[src/rtl/s2p_pkg.sv]
// Shared types and defaults for the serial-to-parallel converter.
package s2p_pkg;

  typedef enum logic {
    IDLE  = 1'b0,
    SHIFT = 1'b1
  } state_e;

  localparam int DATA_W_DEF     = 8;
  localparam int FIFO_DEPTH_DEF = 4;
  localparam int STAT_W         = 16;

  // Saturating add used by the statistics counters.
  function automatic logic [STAT_W-1:0] sat_add(input logic [STAT_W-1:0] a,
                                                input logic [1:0]        inc);
    logic [STAT_W:0] sum;
    sum = {1'b0, a} + {{(STAT_W-1){1'b0}}, inc};
    return sum[STAT_W] ? {STAT_W{1'b1}} : sum[STAT_W-1:0];
  endfunction

endpackage

[src/rtl/s2p_fifo.sv]
// Frame buffer for serial_to_parallel: power-of-two depth, wrapping
// pointers, occupancy counter one bit wider than the pointers.
// A push into a full buffer is accepted only when a pop happens on the same edge.
module s2p_fifo
  import s2p_pkg::*;
#(
  parameter int WIDTH = DATA_W_DEF,
  parameter int DEPTH = FIFO_DEPTH_DEF
) (
  input  logic                     clk,
  input  logic                     rst_n,
  input  logic                     push,
  input  logic [WIDTH-1:0]         din,
  input  logic                     pop,
  output logic [WIDTH-1:0]         dout,
  output logic                     full,
  output logic                     empty,
  output logic [$clog2(DEPTH):0]   count
);

  localparam int AW = $clog2(DEPTH);
  localparam logic [AW:0] FULL_CNT = (AW+1)'(DEPTH);

  logic [WIDTH-1:0] mem_q [DEPTH];
  logic [WIDTH-1:0] mem_d [DEPTH];
  logic [AW-1:0]    rd_ptr_q, rd_ptr_d;
  logic [AW-1:0]    wr_ptr_q, wr_ptr_d;
  logic [AW:0]      count_q, count_d;
  logic             do_push, do_pop;

  assign full  = (count_q == FULL_CNT);
  assign empty = (count_q == '0);
  assign count = count_q;
  assign dout  = mem_q[rd_ptr_q];

  // Next pointer, storage and occupancy values.
  always_comb begin
    do_pop   = pop && !empty;
    do_push  = push && (!full || do_pop);
    mem_d    = mem_q;
    rd_ptr_d = rd_ptr_q;
    wr_ptr_d = wr_ptr_q;
    if (do_push) begin
      mem_d[wr_ptr_q] = din;
      wr_ptr_d        = wr_ptr_q + 1'b1;
    end
    if (do_pop) begin
      rd_ptr_d = rd_ptr_q + 1'b1;
    end
    count_d = count_q + {{AW{1'b0}}, do_push} - {{AW{1'b0}}, do_pop};
  end

  // Buffer state registers; storage is cleared so dout reads zero out of reset.
  always_ff @(posedge clk or negedge rst_n) begin
    if (!rst_n) begin
      mem_q    <= '{default: '0};
      rd_ptr_q <= '0;
      wr_ptr_q <= '0;
      count_q  <= '0;
    end else begin
      mem_q    <= mem_d;
      rd_ptr_q <= rd_ptr_d;
      wr_ptr_q <= wr_ptr_d;
      count_q  <= count_d;
    end
  end

endmodule

[src/rtl/serial_to_parallel.sv]
// Serial-to-parallel converter: LSB-first framing FSM feeding an output FIFO.
// Optional build macro S2P_STATS_EN adds saturating frame_cnt / err_cnt outputs.
//
// state | meaning
// IDLE  | bit counter 0, waiting for the first sample of a frame
// SHIFT | 1..DATA_W-1 bits of the current frame captured
module serial_to_parallel
  import s2p_pkg::*;
#(
  parameter int DATA_W     = DATA_W_DEF,
  parameter int FIFO_DEPTH = FIFO_DEPTH_DEF
) (
  input  logic              clk,
  input  logic              rst_n,
  input  logic              valid_in,
  input  logic              serial_in,
  input  logic              out_ready,
  output logic              out_valid,
  output logic [DATA_W-1:0] parallel_out,
  output logic              frame_err,
  output logic              overrun
`ifdef S2P_STATS_EN
  ,
  output logic [STAT_W-1:0] frame_cnt,
  output logic [STAT_W-1:0] err_cnt
`endif
);

  localparam int CW = $clog2(DATA_W);
  localparam logic [CW-1:0] LAST_BIT = CW'(DATA_W - 1);

  state_e                     state_q, state_d;
  logic [CW-1:0]              bit_cnt_q, bit_cnt_d;
  logic [DATA_W-1:0]          shift_q, shift_d;
  logic                       frame_err_q, frame_err_d;
  logic                       overrun_q, overrun_d;
  logic [DATA_W-1:0]          shifted;
  logic                       frame_done;
  logic                       pop;
  logic                       fifo_full, fifo_empty;
  logic [$clog2(FIFO_DEPTH):0] fifo_count;

  // New bits enter at the top so the first sample ends up in bit 0.
  assign shifted = {serial_in, shift_q[DATA_W-1:1]};

  // State register, shift register and registered error pulses.
  always_ff @(posedge clk or negedge rst_n) begin
    if (!rst_n) begin
      state_q     <= IDLE;
      bit_cnt_q   <= '0;
      shift_q     <= '0;
      frame_err_q <= 1'b0;
      overrun_q   <= 1'b0;
    end else begin
      state_q     <= state_d;
      bit_cnt_q   <= bit_cnt_d;
      shift_q     <= shift_d;
      frame_err_q <= frame_err_d;
      overrun_q   <= overrun_d;
    end
  end

  // Next state: every valid cycle samples; completion returns to IDLE so a
  // following valid cycle starts the next frame without a gap.
  always_comb begin
    state_d   = state_q;
    bit_cnt_d = bit_cnt_q;
    shift_d   = shift_q;
    case (state_q)
      IDLE: begin
        if (valid_in) begin
          state_d   = SHIFT;
          bit_cnt_d = CW'(1);
          shift_d   = shifted;
        end
      end
      SHIFT: begin
        if (!valid_in) begin
          state_d   = IDLE;
          bit_cnt_d = '0;
        end else if (bit_cnt_q == LAST_BIT) begin
          state_d   = IDLE;
          bit_cnt_d = '0;
          shift_d   = shifted;
        end else begin
          bit_cnt_d = bit_cnt_q + 1'b1;
          shift_d   = shifted;
        end
      end
      default: begin
        state_d   = IDLE;
        bit_cnt_d = '0;
      end
    endcase
  end

  // Outputs: frame push, truncation and overrun detection.
  always_comb begin
    frame_done  = (state_q == SHIFT) && valid_in && (bit_cnt_q == LAST_BIT);
    frame_err_d = (state_q == SHIFT) && !valid_in;
    pop         = out_ready && !fifo_empty;
    overrun_d   = frame_done && fifo_full && !pop;
  end

  s2p_fifo #(
    .WIDTH (DATA_W),
    .DEPTH (FIFO_DEPTH)
  ) u_fifo (
    .clk   (clk),
    .rst_n (rst_n),
    .push  (frame_done),
    .din   (shifted),
    .pop   (pop),
    .dout  (parallel_out),
    .full  (fifo_full),
    .empty (fifo_empty),
    .count (fifo_count)
  );

  assign out_valid = (fifo_count != '0);
  assign frame_err = frame_err_q;
  assign overrun   = overrun_q;

`ifdef S2P_STATS_EN
  logic [STAT_W-1:0] frame_cnt_q, frame_cnt_d;
  logic [STAT_W-1:0] err_cnt_q, err_cnt_d;

  // Statistics: accepted frames and error events (a same-edge pair adds two).
  always_comb begin
    frame_cnt_d = sat_add(frame_cnt_q, {1'b0, frame_done && !overrun_d});
    err_cnt_d   = sat_add(err_cnt_q, {1'b0, frame_err_d} + {1'b0, overrun_d});
  end

  // Statistics registers.
  always_ff @(posedge clk or negedge rst_n) begin
    if (!rst_n) begin
      frame_cnt_q <= '0;
      err_cnt_q   <= '0;
    end else begin
      frame_cnt_q <= frame_cnt_d;
      err_cnt_q   <= err_cnt_d;
    end
  end

  assign frame_cnt = frame_cnt_q;
  assign err_cnt   = err_cnt_q;
`endif

endmodule

[config.mk]
export PLATFORM = sky130hd
export DESIGN_NAME = serial_to_parallel
export DESIGN_NICKNAME = d
export VERILOG_FILES = /design/src/rtl/s2p_pkg.sv /design/src/rtl/s2p_fifo.sv /design/src/rtl/serial_to_parallel.sv
export SDC_FILE = /design/constraint.sdc
export NUM_CORES = 1
export LEC_CHECK = 0
export CELL_PAD_IN_SITES_DETAIL_PLACEMENT = 2
export CELL_PAD_IN_SITES_GLOBAL_PLACEMENT = 2
export CORE_MARGIN = 3
export CORE_UTILIZATION = 46
export DETAILED_ROUTE_END_ITERATION = 7
export HOLD_SLACK_MARGIN = 0.03
export PLACE_DENSITY = 0.8
export SLEW_MARGIN = 20
export SYNTH_ARGS = -nofsm -noshare
export SYNTH_HDL_FRONTEND = slang
export SYNTH_HIERARCHICAL = 1
export SYNTH_SLANG_ARGS = --single-unit
[constraint.sdc]
create_clock -name clk -period 6 [get_ports clk]
set_input_delay 1.2 -clock clk [delete_from_list [all_inputs] [get_ports clk]]
set_output_delay 1.2 -clock clk [all_outputs]
set_load 0.01 [all_outputs]
* Word level (Yosys, flattened, before mapping)
Cells that the tools add are included.
Word-level totals: word-level logic and storage cells 57, flip-flop bits (word level) 53
Operators by class: bitwise gates (word level) 3, equality and inequality tests 3, reduce and logical (&&, ||, !) cells 16, $lt $le $gt $ge 3, mux-type cells 15, add/subtract/negate cells 5
Operator list (count):
- 32-bit bitwise mux | 1
- 8-bit 2-to-1 mux | 4
- 8-bit binary-select mux with 2-bit select | 1
- 8-bit demux with 2-bit select | 1
- 1-bit logical AND | 9
- 3-bit 2-to-1 mux | 3
- 3-bit equality test, second input constant | 2
- 3-bit >= comparator, second input constant | 2
- 2-bit NOT with 3-bit output | 2
- 3-bit one-hot mux with 2 select lines | 1
- 2-bit by 1-bit adder with 2-bit output, second input constant | 2
- 1-bit logical NOT | 4
- 3-bit by 1-bit adder with 3-bit output | 1
- 3-bit by 1-bit adder with 3-bit output, second input constant | 1
- 3-bit logical NOT | 1
- 3-bit by 1-bit < comparator with 1-bit output, second input constant | 1
- 1-bit 2-to-1 mux | 3
- 3-bit nonzero test | 1
- 3-bit by 1-bit subtractor with 3-bit output | 1
- 2-bit inequality test, second input constant | 1
- 1-bit one-hot mux with 2 select lines | 1
- 1-bit logical OR | 1
- 1-bit NOT | 1

* Logic depth before layout (Yosys ltp)
word-level depth 8, mapped depth 9, depth with buffers taken out 9

* Hierarchy
The synthesis kept the hierarchy.
Modules (own cells, without submodules):
- s2p_fifo | area each 1788.0 um2, cells an instance 112, instances 1
- serial_to_parallel | area each 546.8 um2, cells an instance 35, instances 1

* Worst setup path after synthesis
No wires, ideal clock.
path kind input -> register, from input out_ready, to register u_fifo.count_q[2], in the netlist u_fifo/count[2], path buffers 0, data required time 5877 ps, arrival time 2892 ps, cell stages on the path 8, library setup time 123 ps, slack 2985 ps, path through nor2b_1 -> nor4b_4 -> nand2b_1 -> mux2i_1 -> ha_1 -> fa_1 -> xnor2_1 -> xnor2_1
Between the ends: longest elaborated chain between the ends 6
Ends and longest elaborated chain:
- start: declaration | line serial_to_parallel.sv:17 | input logic out_ready,
- 1-bit logical AND (*) | line serial_to_parallel.sv:101 | pop = out_ready && !fifo_empty;
- 1-bit logical AND (*) | line s2p_fifo.sv:38 | do_pop = pop && !empty;
- 1-bit logical OR | line s2p_fifo.sv:39 | do_push = push && (!full || do_pop);
- 1-bit logical AND | line s2p_fifo.sv:39
- 3-bit by 1-bit adder with 3-bit output | line s2p_fifo.sv:50 | count_d = count_q + {{AW{1'b0}}, do_push} - {{AW{1'b0}}, do_pop};
- 3-bit by 1-bit subtractor with 3-bit output (*) | line s2p_fifo.sv:50
- via u_fifo.count_d[2] | line s2p_fifo.sv:28 | logic [AW:0] count_q, count_d;
- end signal: assignment | line s2p_fifo.sv:64 | count_q <= count_d;
- end: declaration | line s2p_fifo.sv:28
The timed path passes the listed nets; every way through them passes the cells marked *. A chain may end at the register's enable or synchronous reset.

* Worst setup path in the final report
from input valid_in, to register u_fifo.count_q[2], in the netlist u_fifo/count[2]
Between the ends: longest elaborated chain between the ends 5
Ends and longest elaborated chain:
- start: declaration | line serial_to_parallel.sv:15 | input logic valid_in,
- 1-bit logical AND (2 in a row) | line serial_to_parallel.sv:99 | frame_done = (state_q == SHIFT) && valid_in && (bit_cnt_q == LAST_BIT);
- via frame_done | line serial_to_parallel.sv:38 | logic frame_done;
- 1-bit logical AND | line s2p_fifo.sv:39
- 3-bit by 1-bit adder with 3-bit output | line s2p_fifo.sv:50
- 3-bit by 1-bit subtractor with 3-bit output | line s2p_fifo.sv:50
- via u_fifo.count_d[2] | line s2p_fifo.sv:28
The timed path passes the listed nets, and every way through them passes these cells.

==> results by group <==
Yosys
  – Syn_nets: 160
  – Cells after synthesis: 147
  – Ys flop type: dfrtp_1
  – FF+latch count, synth: 52
  – Post-Synthesis Cell Area: 2330 um^2
  – Syn_area_per_cell: 15.9 um^2
  – Number of synthesized flops with an enable pin: 0
  – Async SR Flop Fraction: 100%
  – Register area share after synthesis: between 50% and 60%
  – Synth warnings: 6
  – Post-synthesis cell type count: 31

Place
  – Cell Area, Placed: between 2000 and 3000 um^2
  – Final GP Congestion: a little under 0.7
  – Pre-CTS WS: 2300 ps
  – PortBufs: 15
  – Hpwl dp: 3.17 mm
  – Cell total after placement: 226

Die
  – Die H: 77.2 um
  – Die X: between 70 and 80 um
  – Die Footprint: 5970 um^2
  – Core footprint: 4820 um^2
  – Starting density of the core: 48.5%
  – # rows: 25
  – I/O pin count: 16

Clock network
  – TritonCTS clock tree: done
  – Worst-path clk slew: ~90 ps
  – H-tree depth: 2
  – Root Driver: clkbuf_8
  – CTS Sinks: 52
  – Clk buf depth: 2
  – Resized cells post-CTS: 0
  – Clk Latency, worst-skew pair: 300 ps
  – Number of hold buffers added after cts: 0
  – Postcts setup bufs: 0
  – Num CTS Buffers: 5

Power
  – Leakage: 1.24 nW
  – Pwr/cell area: 313 nW/um^2
  – Total power: 0.826 mW
  – Worst VDD drop: 0.000163 V

Route
  – Wirelength, routed: 4.57 mm
  – Drt pass-1 iters: 4
  – Avg WL per Cell: 19.5 um
  – Remaining DRCs: 0
  – Initial DRC count: 43
  – Routed via count: 1242
  – DR vias/cell: approximately 5.3
  – ANT nets after route: 0

Global route
  – GRT Util Overall: 17.3%
  – GRT overflow: 0
  – Gr busiest metal: met2
  – GR met1 Demand/Resource: 21.3%
  – Largest net degree at the start of global routing: 53
  – First-pass GRT wire length: 7.77 mm
  – Initial antenna violation count: 0
  – GR Util met3: just under 3%
  – M2 GR Usage: a little under a third
  – Number of global-route vias before repair: between 1000 and 1500

STA
  – Setup TNS: 0 ps
  – Setup ws final: 2630 ps
  – Fmax achieved: around 300 MHz
  – Rel. slew slack: between 50% and 60%
  – Final setup viols: 0
  – Tmin final: 3370 ps
  – Worst Tran Pin Value: 650 ps
  – Crit share post-route: 56.1%
  – Slew Viols, Final: 0
  – RSZ-0062 raised after global routing: false
  – Setup Skew: roughly 5.8 ps
  – Final Hold Vio Count: 0
  – Hold Worst Slack: about 500 ps

Finish
  – Fin util: between 50% and 60%
  – Ant. Diodes: 0
  – Area Overhead vs Synth: 13.1%
  – Nets: 179
  – Final instance area: ~2600 um^2
  – Layout cells sized above 1: 36.5%
  – Non-Filler Instances: 234

Critical path
  – CP Data Required Time: 6220 ps
  – Worst-path maximum fanout: 13
  – Critical path class: in -> reg
  – Critical Path Start Type: input pin
  – Reg-to-reg slack, setup: about 3200 ps
  – Worst Setup End Kind: flop
  – Arr. time, crit path: between 3000 and 4000 ps

Outcome
  – Status: finished, final reports clean

Job
  – # Max-Cap Violations: 0

Hold path
  – Worst hold path class: reg -> reg
## cell families after synthesis
group	Yosys count	share of synthesized area, %
flops	52	55.7
buf+inv	6	1.34
fa+ha+maj	8	4.61
mux	49	28.4
xor+xnor	5	1.88
simple gates	22	6.43
compound gates	5	1.61
## metal layers
layer	share of wire (%)	vias up	wire [um]
li1	-	565	-
met1	43	656	1950
met2	53	16	2440
met3	2.7	5	123
met4	1.2	0	55
met5	0	-	0
## worst max-delay path: stages
cell and delay, ps:
clkdlybuf4s50_1 730, and3_1 430, nand2b_1 180, mux2i_1 100, ha_1 210, fa_1 390, xnor2_1 190, xnor2_1 140
## cell usage in the layout (no fill, tap or decap), types with 2 or more instances in the layout
master / count
a22o_1: 2
clkbuf_8: 6
clkdlybuf4s50_1: 14
dfrtp_1: 52
ha_1: 7
inv_1: 3
mux2_1: 2
mux2_2: 32
mux2_4: 6
mux4_2: 8
nand2_1: 4
nor2_2: 5
nor2b_1: 2
xnor2_1: 5
## Yosys cell counts, types with 2 or more instances
| cell | instances | area (um^2) |
|---|---|---|
| inv_1 | 3 | 11.3 |
| a22o_1 | 2 | 17.5 |
| xnor2_1 | 5 | 43.8 |
| mux4_2 | 8 | 180 |
| mux2_2 | 32 | 360 |
| mux2_4 | 6 | 90.1 |
| nor2_2 | 5 | 31.3 |
| ha_1 | 7 | 87.6 |
| nor2b_1 | 2 | 12.5 |
| nand2_1 | 4 | 15.0 |
| mux2_1 | 2 | 22.5 |
| dfrtp_1 | 52 | 1300 |
## cell type report
cell class                 count  area (um^2)
fill                         453         2180
sequential                    52         1300
clock inverter                 1         7.51
timing repair buffer          15          148
inverter                       3         11.3
multi-input combinational     89         1000
clock buffer                   7         86.3
tap                           67         83.8
## power by group
part           internal [mW]  switching [mW]
Sequential             0.388          0.0762
Clock                 0.0939           0.108
Combinational          0.100          0.0595
Total                  0.582           0.244
## worst paths after layout
check                                             from                            to  depth (start not counted)
hold / removal             u_fifo/mem_q[0]$_DFFE_PN0P_   u_fifo/mem_q[0]$_DFFE_PN0P_                          1
max in group asynchronous                        rst_n             overrun$_DFF_PN0_                          1
hold reg to reg            u_fifo/mem_q[0]$_DFFE_PN0P_   u_fifo/mem_q[0]$_DFFE_PN0P_                          1
setup / recovery                              valid_in     u_fifo/count[2]$_DFF_PN0_                          8
min in group asynchronous                        rst_n  u_fifo/mem_q[19]$_DFFE_PN0P_                          1
setup reg to reg             u_fifo/count[1]$_DFF_PN0_     u_fifo/count[2]$_DFF_PN0_                          9
## flip-flops by register name, indices dropped and copies added, names as in the netlist
register         count
u_fifo/mem_q        32
u_fifo/rd_ptr_q      2
overrun              1
frame_err            1
shift_q              7
state_q              1
u_fifo/count         3
u_fifo/wr_ptr_q      2
bit_cnt_q            3
(Power assumes the default switching activity.)
